$ cat config.mk
export PLATFORM = sky130hd
export DESIGN_NAME = ac_motor_gate_driver
export DESIGN_NICKNAME = d
export VERILOG_FILES = /design/src/rtl/ac_motor_gate_driver.sv
export SDC_FILE = /design/constraint.sdc
export NUM_CORES = 1
export LEC_CHECK = 0
export CORE_MARGIN = 3
export CORE_UTILIZATION = 60
export DETAILED_ROUTE_END_ITERATION = 7
export MAX_ROUTING_LAYER = met4
export PLACE_DENSITY = 0.95
export SLEW_MARGIN = 20
export SYNTH_ARGS = -nofsm -noshare
export SYNTH_HDL_FRONTEND = slang
export SYNTH_SLANG_ARGS = --single-unit
$ cat constraint.sdc
create_clock -name clk -period 2.9 [get_ports clk]
set_input_delay 0.29 -clock clk [delete_from_list [all_inputs] [get_ports clk]]
set_output_delay 0.29 -clock clk [all_outputs]
set_load 0.02 [all_outputs]
$ cat src/rtl/ac_motor_gate_driver.sv
// Gate-driver stage: turns requested leg states into complementary high/low gate
// drives with a fixed dead time, and trips a sticky fault on multi-leg transitions.
module ac_motor_gate_driver #(
  parameter int N_PHASES  = 3,
  parameter int DT_WIDTH  = 8,
  parameter int DEAD_TIME = 50,
  parameter int STRICT    = 1
) (
  input  logic                clk,
  input  logic                rst,
  input  logic                en,
  input  logic [N_PHASES-1:0] s,
  input  logic                fault_clr,
  output logic [N_PHASES-1:0] gate_h,
  output logic [N_PHASES-1:0] gate_l,
  output logic [N_PHASES-1:0] dead,
  output logic                fault,
  output logic [7:0]          fault_count
);

  localparam logic [1:0] ST_OFF  = 2'd0;
  localparam logic [1:0] ST_DEAD = 2'd1;
  localparam logic [1:0] ST_HIGH = 2'd2;
  localparam logic [1:0] ST_LOW  = 2'd3;

  // The counter reaches zero after DEAD_TIME-1 decrements, giving DEAD_TIME cycles in DEAD.
  localparam logic [DT_WIDTH-1:0] DT_LOAD = DT_WIDTH'(DEAD_TIME - 1);
  localparam int PCW = $clog2(N_PHASES + 1);

  logic [N_PHASES-1:0] s_prev;
  logic                en_q;
  logic [PCW-1:0]      n_diff;
  logic                violation;

  always_comb begin
    n_diff = '0;
    for (int i = 0; i < N_PHASES; i++) begin
      n_diff = n_diff + PCW'(s[i] ^ s_prev[i]);
    end
  end

  assign violation = (STRICT != 0) && en && en_q && (n_diff > PCW'(1));

  // NOTE: sequential state uses non-blocking assignments so every register
  // samples the pre-edge values, independent of block ordering.
  always_ff @(posedge clk) begin
    if (rst) begin
      s_prev      <= '0;
      en_q        <= 1'b0;
      fault       <= 1'b0;
      fault_count <= 8'd0;
    end else begin
      s_prev <= s;
      en_q   <= en;
      // A violation in the same cycle as fault_clr keeps the fault set.
      fault  <= violation | (fault & ~fault_clr);
      if (violation && (fault_count != 8'hFF)) begin
        fault_count <= fault_count + 8'd1;
      end
    end
  end

  for (genvar i = 0; i < N_PHASES; i++) begin : g_phase
    logic [1:0]          state_q, state_d;
    logic [DT_WIDTH-1:0] cnt_q, cnt_d;
    logic                gh_q, gl_q, dd_q;

    // NOTE: defaults first so no path through this block leaves a latch.
    always_comb begin
      state_d = state_q;
      cnt_d   = cnt_q;
      if (!en || fault) begin
        state_d = ST_OFF;
        cnt_d   = '0;
      end else begin
        case (state_q)
          ST_OFF: begin
            state_d = ST_DEAD;
            cnt_d   = DT_LOAD;
          end
          ST_LOW: begin
            if (s[i]) begin
              state_d = ST_DEAD;
              cnt_d   = DT_LOAD;
            end
          end
          ST_HIGH: begin
            if (!s[i]) begin
              state_d = ST_DEAD;
              cnt_d   = DT_LOAD;
            end
          end
          ST_DEAD: begin
            if (cnt_q != '0) begin
              cnt_d = cnt_q - DT_WIDTH'(1);
            end else begin
              state_d = s[i] ? ST_HIGH : ST_LOW;
            end
          end
          default: begin
            state_d = ST_OFF;
            cnt_d   = '0;
          end
        endcase
      end
    end

    // Outputs are registered from the next state so they change on the same
    // edge as the state itself.
    always_ff @(posedge clk) begin
      if (rst) begin
        state_q <= ST_OFF;
        cnt_q   <= '0;
        gh_q    <= 1'b0;
        gl_q    <= 1'b0;
        dd_q    <= 1'b0;
      end else begin
        state_q <= state_d;
        cnt_q   <= cnt_d;
        gh_q    <= (state_d == ST_HIGH);
        gl_q    <= (state_d == ST_LOW);
        dd_q    <= (state_d == ST_DEAD);
      end
    end

    assign gate_h[i] = gh_q;
    assign gate_l[i] = gl_q;
    assign dead[i]   = dd_q;
  end

endmodule

Word level (Yosys, flattened, before mapping)
Cells that the tools add are included.
{"block": "classes", "n_shift": 0, "addsub": 6, "n_div": 0, "n_mux": 30, "magnitude_cmp": 1, "n_mul": 0, "reduce_logical": 15, "bitwise": 6, "n_eq_ne": 28}
{"cell": "8-bit case mux with 4 select lines", "n": 3}
{"cell": "8-bit two-way mux", "n": 9}
{"cell": "2-bit == test (second input constant)", "n": 12}
{"cell": "2-bit two-way mux", "n": 12}
{"cell": "2-bit case mux with 4 select lines", "n": 3}
{"cell": "8-bit nonzero test", "n": 3}
{"cell": "8-bit by 1-bit subtractor with 8-bit output (second input constant)", "n": 3}
{"cell": "2-bit != test (second input constant)", "n": 9}
{"cell": "2-bit by 1-bit == test with 1-bit output (second input constant)", "n": 6}
{"cell": "3-bit AND reduction", "n": 3}
{"cell": "8-bit by 1-bit adder with 8-bit output (second input constant)", "n": 1}
{"cell": "8-bit != test (second input constant)", "n": 1}
{"cell": "2-bit logical NOT", "n": 3}
{"cell": "1-bit logical AND", "n": 3}
{"cell": "1-bit two-way mux", "n": 3}
{"cell": "1-bit XOR", "n": 3}
{"cell": "1-bit by 1-bit adder with 2-bit output", "n": 1}
{"cell": "2-bit by 1-bit adder with 2-bit output", "n": 1}
{"cell": "2-bit by 1-bit > comparator with 1-bit output (second input constant)", "n": 1}
{"cell": "2-bit OR reduction", "n": 1}
{"cell": "1-bit AND", "n": 1}
{"cell": "1-bit logical NOT", "n": 1}
{"cell": "1-bit logical OR", "n": 1}
{"cell": "1-bit NOT", "n": 1}
{"cell": "1-bit bitwise OR", "n": 1}
{"block": "word_totals", "mem_bits_rw": 0, "latch_bits": 0, "inputBits": 7, "n_memories": 0, "ff_bits": 52, "wordCells": 105, "output_inout_bits": 18, "mem_bits_ro": 0}

Logic depth before layout (Yosys ltp)
Gate-level depths: netlist (run 1).
{"block": "logic_depth", "depth_word": 6, "depth_mapped": 8, "mapped_depth_nobuf": 7}

Least setup slack after synthesis (run 1)
No wires, ideal clock.
{"block": "synth_path", "kind": "reg2reg", "startpoint": "register g_phase[1].cnt_q[0]", "endpoint": "register g_phase[1].cnt_q[0]", "stages_incl_launch_ff": 8, "n_path_buf": 1, "setup_slack_ns": 0.907, "t_arrival_ns": 1.905, "synth_period_minus_slack_ns": 1.993, "t_required_ns": 2.812, "path_cell_list": "dfxtp_1 -> inv_1 -> ha_1 -> or3b_4 -> or4_4 -> buf_6 -> and2_4 -> a311oi_2"}
{"block": "synth_via", "elab_chain_len": 3, "elab_cells_between_ends": 6, "classes_between": "add/sub: 1; eq/ne: 1; mux: 2; reduce/logical: 2"}
{"element": "start: declaration", "line": "65", "source": "logic [DT_WIDTH-1:0] cnt_q, cnt_d;"}
{"element": "start signal: assignment", "line": "119", "source": "cnt_q <= cnt_d;"}
{"element": "8-bit by 1-bit subtractor with 8-bit output or 8-bit nonzero test (tied branches)", "line": "95, 94"}
{"element": "8-bit two-way mux or 2-bit != test (tied branches)"}
{"element": "8-bit case mux with 4 select lines or 3-bit AND reduction (tied branches)"}
Parallel ways exist; a longest one is shown, timed or not. The select of a mux whose other input is x is not followed.
A chain may end at the register's enable or synchronous reset.

Worst setup path after layout (run 1)
{"block": "layout_path", "startpoint": "register g_phase[2].cnt_q[0]", "endpoint": "register g_phase[2].cnt_q[7]"}
{"block": "layout_via", "elab_chain_len": 3, "elab_cells_between_ends": 6, "classes_between": "add/sub: 1; eq/ne: 1; mux: 2; reduce/logical: 2"}
{"element": "start: declaration", "line": "65"}
{"element": "start signal: assignment", "line": "119"}
{"element": "8-bit by 1-bit subtractor with 8-bit output or 8-bit nonzero test (tied branches)", "line": "95, 94"}
{"element": "8-bit two-way mux or 2-bit != test (tied branches)"}
{"element": "8-bit case mux with 4 select lines or 3-bit AND reduction (tied branches)"}
Parallel ways exist; a longest one is shown, timed or not. The select of a mux whose other input is x is not followed.

==> results.ini, run 1 <==
[run_status]
status=completed

[timing]
period_needed_ns=2.17
slew_violations=0
hold_viol=0
finClkSkew_ns=0.0118
worst_slack_ns=0.725
finalCritPeriodShare_pct=75.0
max_slew_margin_pct=61.7
fmax_ghz=0.460
tightest_slew_ns=0.574
rsz0062_at_grt=false
finalSetupViolCount=0
fin_setup_tns_ns=0

[power_and_ir_drop]
p_leak_nw=1.05
finalPower_mw=1.43
intPower_mw=1.03
power-per-cell-area_nw_per_um2=522
p_sw_uw=393
ir_drop_v=0.000337
p_comb_share_pct=15.6
netSwitchingFraction_pct=27.6
pwr-share-seq_pct=53.7
p_clk_share_pct=30.7

[logic_synthesis]
synth_cell_types=49
synth_cells=275
synth_area_leaders=dfxtp_1 (43%), nor2_1 (5.3%), xor2_1 (4.3%), a21oi_1 (3.5%), xnor2_1 (3.3%)
syn_area_sq_um=2420
synth_commonest_cells=dfxtp_1 (52), nor2_1 (34), a21oi_1 (17), nand2_1 (16), inv_1 (14)
synth_warnings=0
synth-main-ff-cell=dfxtp_1
synth_top_area_share_pct=43.0
synth_edf_count=0
synth.net_count=287
post-synth-top-count-cell=dfxtp_1
synth_top_cell_by_area=dfxtp_1
seq_area_frac_synth_pct=43.0
async_flop_share_pct=0
ys_seq_elements=52
avgSynthCellArea_sq_um=8.80

[die]
die_y_um=69.5
core-area_sq_um=3770
ios=25
initial_utilization_pct=64.2
die_w_um=69.5
die_area_sq_um=4830
rows=22

[worst_setup_path]
path_delay_family=simple AND/OR/NAND/NOR gates
endpoint_kind=flop
slowest_delay_ns=0.49
crit_fanout=6
crit_chain=inv_1, ha_1, or3b_1, nor4_2, nor4_1, xnor2_1, and3_1
path_buf_inv=1
critPathSlowestCell=nor4_2
worstPathArrival_ns=2.38
required_ns=3.11
critPathKind=reg2reg
critPathLaunchType=flop

[routing]
drt-total-wl_um=4790
routedWlPerCell_um=14.1
first_pass_iters=4
met3_length_um=231
wl_met2_um=2400
top_layer_used=met4
drc=0
viasPerCell=5.83
met1_length_um=2080
final_antenna_net_count=0
first_iter_violations=156
vias=1983

[clocking]
postCtsSetupRepairBufs=0
clkSinkCount=52
clk_latency_ns=0.31
cts_hold_buffers=0
cts_tree=done
root_buffer=clkbuf_8
cts-resized-gates=0
cts_made_buffers=5
h-tree-depth=2
clockBufferDepth=2
cts.reportedPaths.clkPinSlew_ns=0.10

[global_route]
grt_usage_pct=21.7
grt_pass1_vias=1957
grt_max_degree=17
grt_pass1_wl_um=8530
antenna_found_initial=0
grt.overflow.total=0

[layout]
area_growth_pct=12.8
num-nets-final=303
diodes=0
drive_gt1_share_pct=8.90
fillers=290

[run]
maxCapViolCount=0

[placed_design]
place.port_buffers=24
place_congestion=0.802
dp.final_hpwl_um=3450
pre_cts_slack_ns=0.431

[worst_hold_path]
hold_class=reg2reg

routing by layer:
| metal | global-route usage [%] | vias to the layer above |
|---|---|---|
| li1 | - | 985 |
| met1 | 24.8 | 938 |
| met2 | 37.0 | 52 |
| met3 | 4.78 | 8 |
| met4 | 8.46 | 0 |
| met5 | - | - |
cell families after synthesis:
| kind of cell | Yosys count | synth area share [%] |
|---|---|---|
| xor gates and xnor gates | 21 | 7.60 |
| buffers and inverters | 32 | 6.72 |
| AOI/OAI and AO/OA | 42 | 11.1 |
| adders and majority gates | 5 | 2.58 |
| muxes | 5 | 2.27 |
| DFF | 52 | 43.0 |
| and+or+nand+nor | 118 | 26.7 |
power by group through the flow:
| stage | sequential (mW) | combinational (mW) | clock, mW |
|---|---|---|---|
| 2_1_floorplan | 0.774 | 0.176 | 0 |
| 4_1_cts | 0.766 | 0.221 | 0.439 |
| 5_1_grt | 0.771 | 0.249 | 0.471 |
| 6_report | 0.766 | 0.222 | 0.438 |
| 3_5_place_dp | 0.782 | 0.219 | 0 |
| 3_3_place_gp | 0.781 | 0.210 | 0 |
per-stage QoR:
stage                     util, %  hold WS [ns]  std cells  cell area [sq um]
after floorplan                 -         0.367        275               2420
after global placement       69.8         0.465        332               2630
after detailed placement     69.8         0.479        332               2630
after CTS                    72.4         0.490        340               2730
after global routing         72.4         0.529        340               2730
final                        72.4         0.491        340               2730
sequential cells by signal, indices dropped and copies added, names as in the netlist:
signal / cells
g_phase.dd_q: 3
fault: 1
g_phase.gl_q: 3
fault_count: 8
s_prev: 3
g_phase.cnt_q: 24
g_phase.gh_q: 3
g_phase.state_q: 6
en_q: 1
worst reg2reg max path: stages, from the launching register on:
cell     delay [ns]
dfxtp_1        0.35
inv_1          0.07
ha_1           0.22
or3b_1         0.44
nor4_2         0.49
nor4_1         0.16
xnor2_1        0.16
and3_1         0.18
final cells by class:
class / instances / area (sq um) / area share [%]
multi-input combinational: 191 / 1220 / 44.6
sequential: 52 / 1040 / 38.1
timing repair buffer: 27 / 263 / 9.62
clock buffer: 6 / 82.6 / 3.02
tap: 48 / 60.1 / 2.20
inverter: 14 / 52.6 / 1.92
clock inverter: 2 / 15.0 / 0.550
path summary, 6_finish.rpt:
path                       start             endpoint  slack (ns)  cells past startpoint
max          g_phase[2].cnt_q[0]  g_phase[2].cnt_q[7]        0.73                      7
min          g_phase[0].cnt_q[1]  g_phase[0].cnt_q[1]        0.49                      2
max reg2reg  g_phase[2].cnt_q[0]  g_phase[2].cnt_q[7]        0.73                      7
min reg2reg  g_phase[0].cnt_q[1]  g_phase[0].cnt_q[1]        0.49                      2
placed cells by master, fill, tap and decap left out, types with 5 or more instances in the layout:
master           count
clkbuf_8             6
nor4_1               5
xor2_1              12
ha_1                 5
clkdlybuf4s50_1     24
a21oi_1             17
nor2b_1             10
o21ai_0              9
nor2_1              34
a31oi_1              5
xnor2_1              9
nand3_1             11
nor3_1              10
nand2_1             16
nand4_1              5
inv_1               14
dfxtp_1             52
(Power assumes the default switching activity.)
==> run 2, diff against run 1 <==
CORE_UTILIZATION = 50   (was 60)
PLACE_DENSITY = 0.85   (was 0.95)
clock period = 2 ns   (was 2.9 ns; I/O delays follow)
==> run 2 against run 1 <==
  * Routed wire length increased by 0.73%
  * Worst setup slack got worse by 0.63 ns
  * Sequential power increased by 45%
  * Register-to-register slack got worse by 0.63 ns
  * Combinational power increased by 61%
==> results.ini, run 2 (synthesis gave the netlist of run 1 again) <==
[run_status]
status=completed

[global_route]
grt_pass1_wl_um=8220
antenna_found_initial=0
grt.overflow.total=0
grt_max_degree=21
grt_pass1_vias=1928
grt_usage_pct=19.1

[placed_design]
place_congestion=0.834
place.port_buffers=24
dp.final_hpwl_um=3430
placed_cell_area_sq_um=2740

[die]
die_w_um=75.6
rows=24
die_y_um=75.6
ios=25
core-area_sq_um=4500
die_area_sq_um=5710
initial_utilization_pct=53.8

[clocking]
clk_latency_ns=0.30
cts_made_buffers=5
cts.reportedPaths.clkPinSlew_ns=0.09
h-tree-depth=2
postCtsSetupRepairBufs=0
clockBufferDepth=2
root_buffer=clkbuf_8
clkSinkCount=52
cts_tree=done

[worst_setup_path]
critPathKind=reg2reg
worstPathArrival_ns=2.13
crit_chain=inv_1, ha_1, or3b_4, or4_4, and2_4, a311oi_2
critPathSlowestCell=or4_4
path_buf_inv=1
slowest_delay_ns=0.48
crit_fanout=9
required_ns=2.22
critPathLaunchType=flop
path_delay_family=simple AND/OR/NAND/NOR gates
endpoint_kind=flop

[layout]
drive_gt1_share_pct=13.7
largest_register_ffs=24
mostFrequentLayoutCell=dfxtp_1
fin_area_sq_um=2870
largestRegisters=g_phase.cnt_q: 24 flops, fault_count: 8 flops, g_phase.state_q: 6 flops
diodes=0
top_register=g_phase.cnt_q
area_growth_pct=18.5
num-nets-final=317
final_cell_mix=dfxtp_1 (52), nor2_1 (34), clkdlybuf4s50_1 (24)

[routing]
drt-total-wl_um=4820
first_pass_iters=4
final_antenna_net_count=0
viasPerCell=5.58
vias=1996
routedWlPerCell_um=13.5
drc=0
first_iter_violations=111

[power_and_ir_drop]
netSwitchingFraction_pct=25.5
pwr-share-seq_pct=51.1
intPower_mw=1.62
p_sw_uw=552
finalPower_mw=2.17
p_clk_share_pct=32.4
power-per-cell-area_nw_per_um2=756
p_leak_nw=1.13
ir_drop_v=0.000435
p_comb_share_pct=16.5

[timing]
finalSetupViolCount=0
tightest_slew_ns=0.524
hold_viol=0
period_needed_ns=1.90
fmax_ghz=0.526
slew_violations=0
hold_slack_ns=0.483
finalCritPeriodShare_pct=95.1
finClkSkew_ns=0.00590
rsz0062_at_grt=false
max_slew_margin_pct=64.8

[worst_hold_path]
hold_class=in2reg

[run]
maxCapViolCount=0

run 2: layer usage:
layer	part of all wire (%)	routed length (um)	up-vias	GRT usage, %
met3	3.9	190	7	3.30
li1	-	-	1007	-
met2	48	2340	53	32.7
met1	46	2220	929	22.2
met4	1.7	81	0	7.18
met5	0	0	-	-
run 2: repair_timing:
action                                  4_1_cts  5_1_grt
gates resized for setup                       0        4
endpoints found under the setup margin        0       11
hold endpoints to repair                      0        0
hold buffers                                  0        0
run 2: power groups by stage:
| stage | Clock (mW) | Sequential [mW] | Combinational (mW) |
|---|---|---|---|
| final | 0.702 | 1.11 | 0.358 |
| after detailed placement | 0 | 1.13 | 0.348 |
| after floorplan | 0 | 1.12 | 0.255 |
| after global routing | 0.761 | 1.11 | 0.398 |
| after global placement | 0 | 1.13 | 0.341 |
| after CTS | 0.720 | 1.11 | 0.352 |
run 2: worst paths after layout:
check	startpoint	endpoint	slack (ns)	cells after the start
max reg2reg	g_phase[1].cnt_q[0]	g_phase[1].cnt_q[0]	0.1	6
min	rst	en_q	0.48	2
min reg2reg	g_phase[0].cnt_q[6]	g_phase[0].cnt_q[6]	0.49	2
max	g_phase[1].cnt_q[0]	g_phase[1].cnt_q[0]	0.1	6
run 2: area by class of cell:
cell class | instances | area (sq um)
Multi-Input combinational cell | 191 | 1230
Sequential cell | 52 | 1040
Clock inverter | 2 | 35.0
Fill cell | 386 | 1640
Timing Repair Buffer | 41 | 368
Tap cell | 52 | 65.1
Clock buffer | 6 | 72.6
Inverter | 14 | 52.6
run 2: per-stage QoR:
stage,setup TNS (ns),std cells,setup slack (ns),util (%)
2_1_floorplan,0,275,0.00678,-
3_3_place_gp,-0.158,350,-0.0568,60.9
3_5_place_dp,-0.363,350,-0.0938,60.9
4_1_cts,0,358,0.0241,63.3
5_1_grt,0,358,0.00138,63.7
6_report,0,358,0.0972,63.7
run 2: worst reg2reg max path, cell delays in order (launching register included):
cell and delay [ns]:
dfxtp_1 0.32, inv_1 0.05, ha_1 0.16, or3b_4 0.38, or4_4 0.48, and2_4 0.20
a311oi_2 0.23
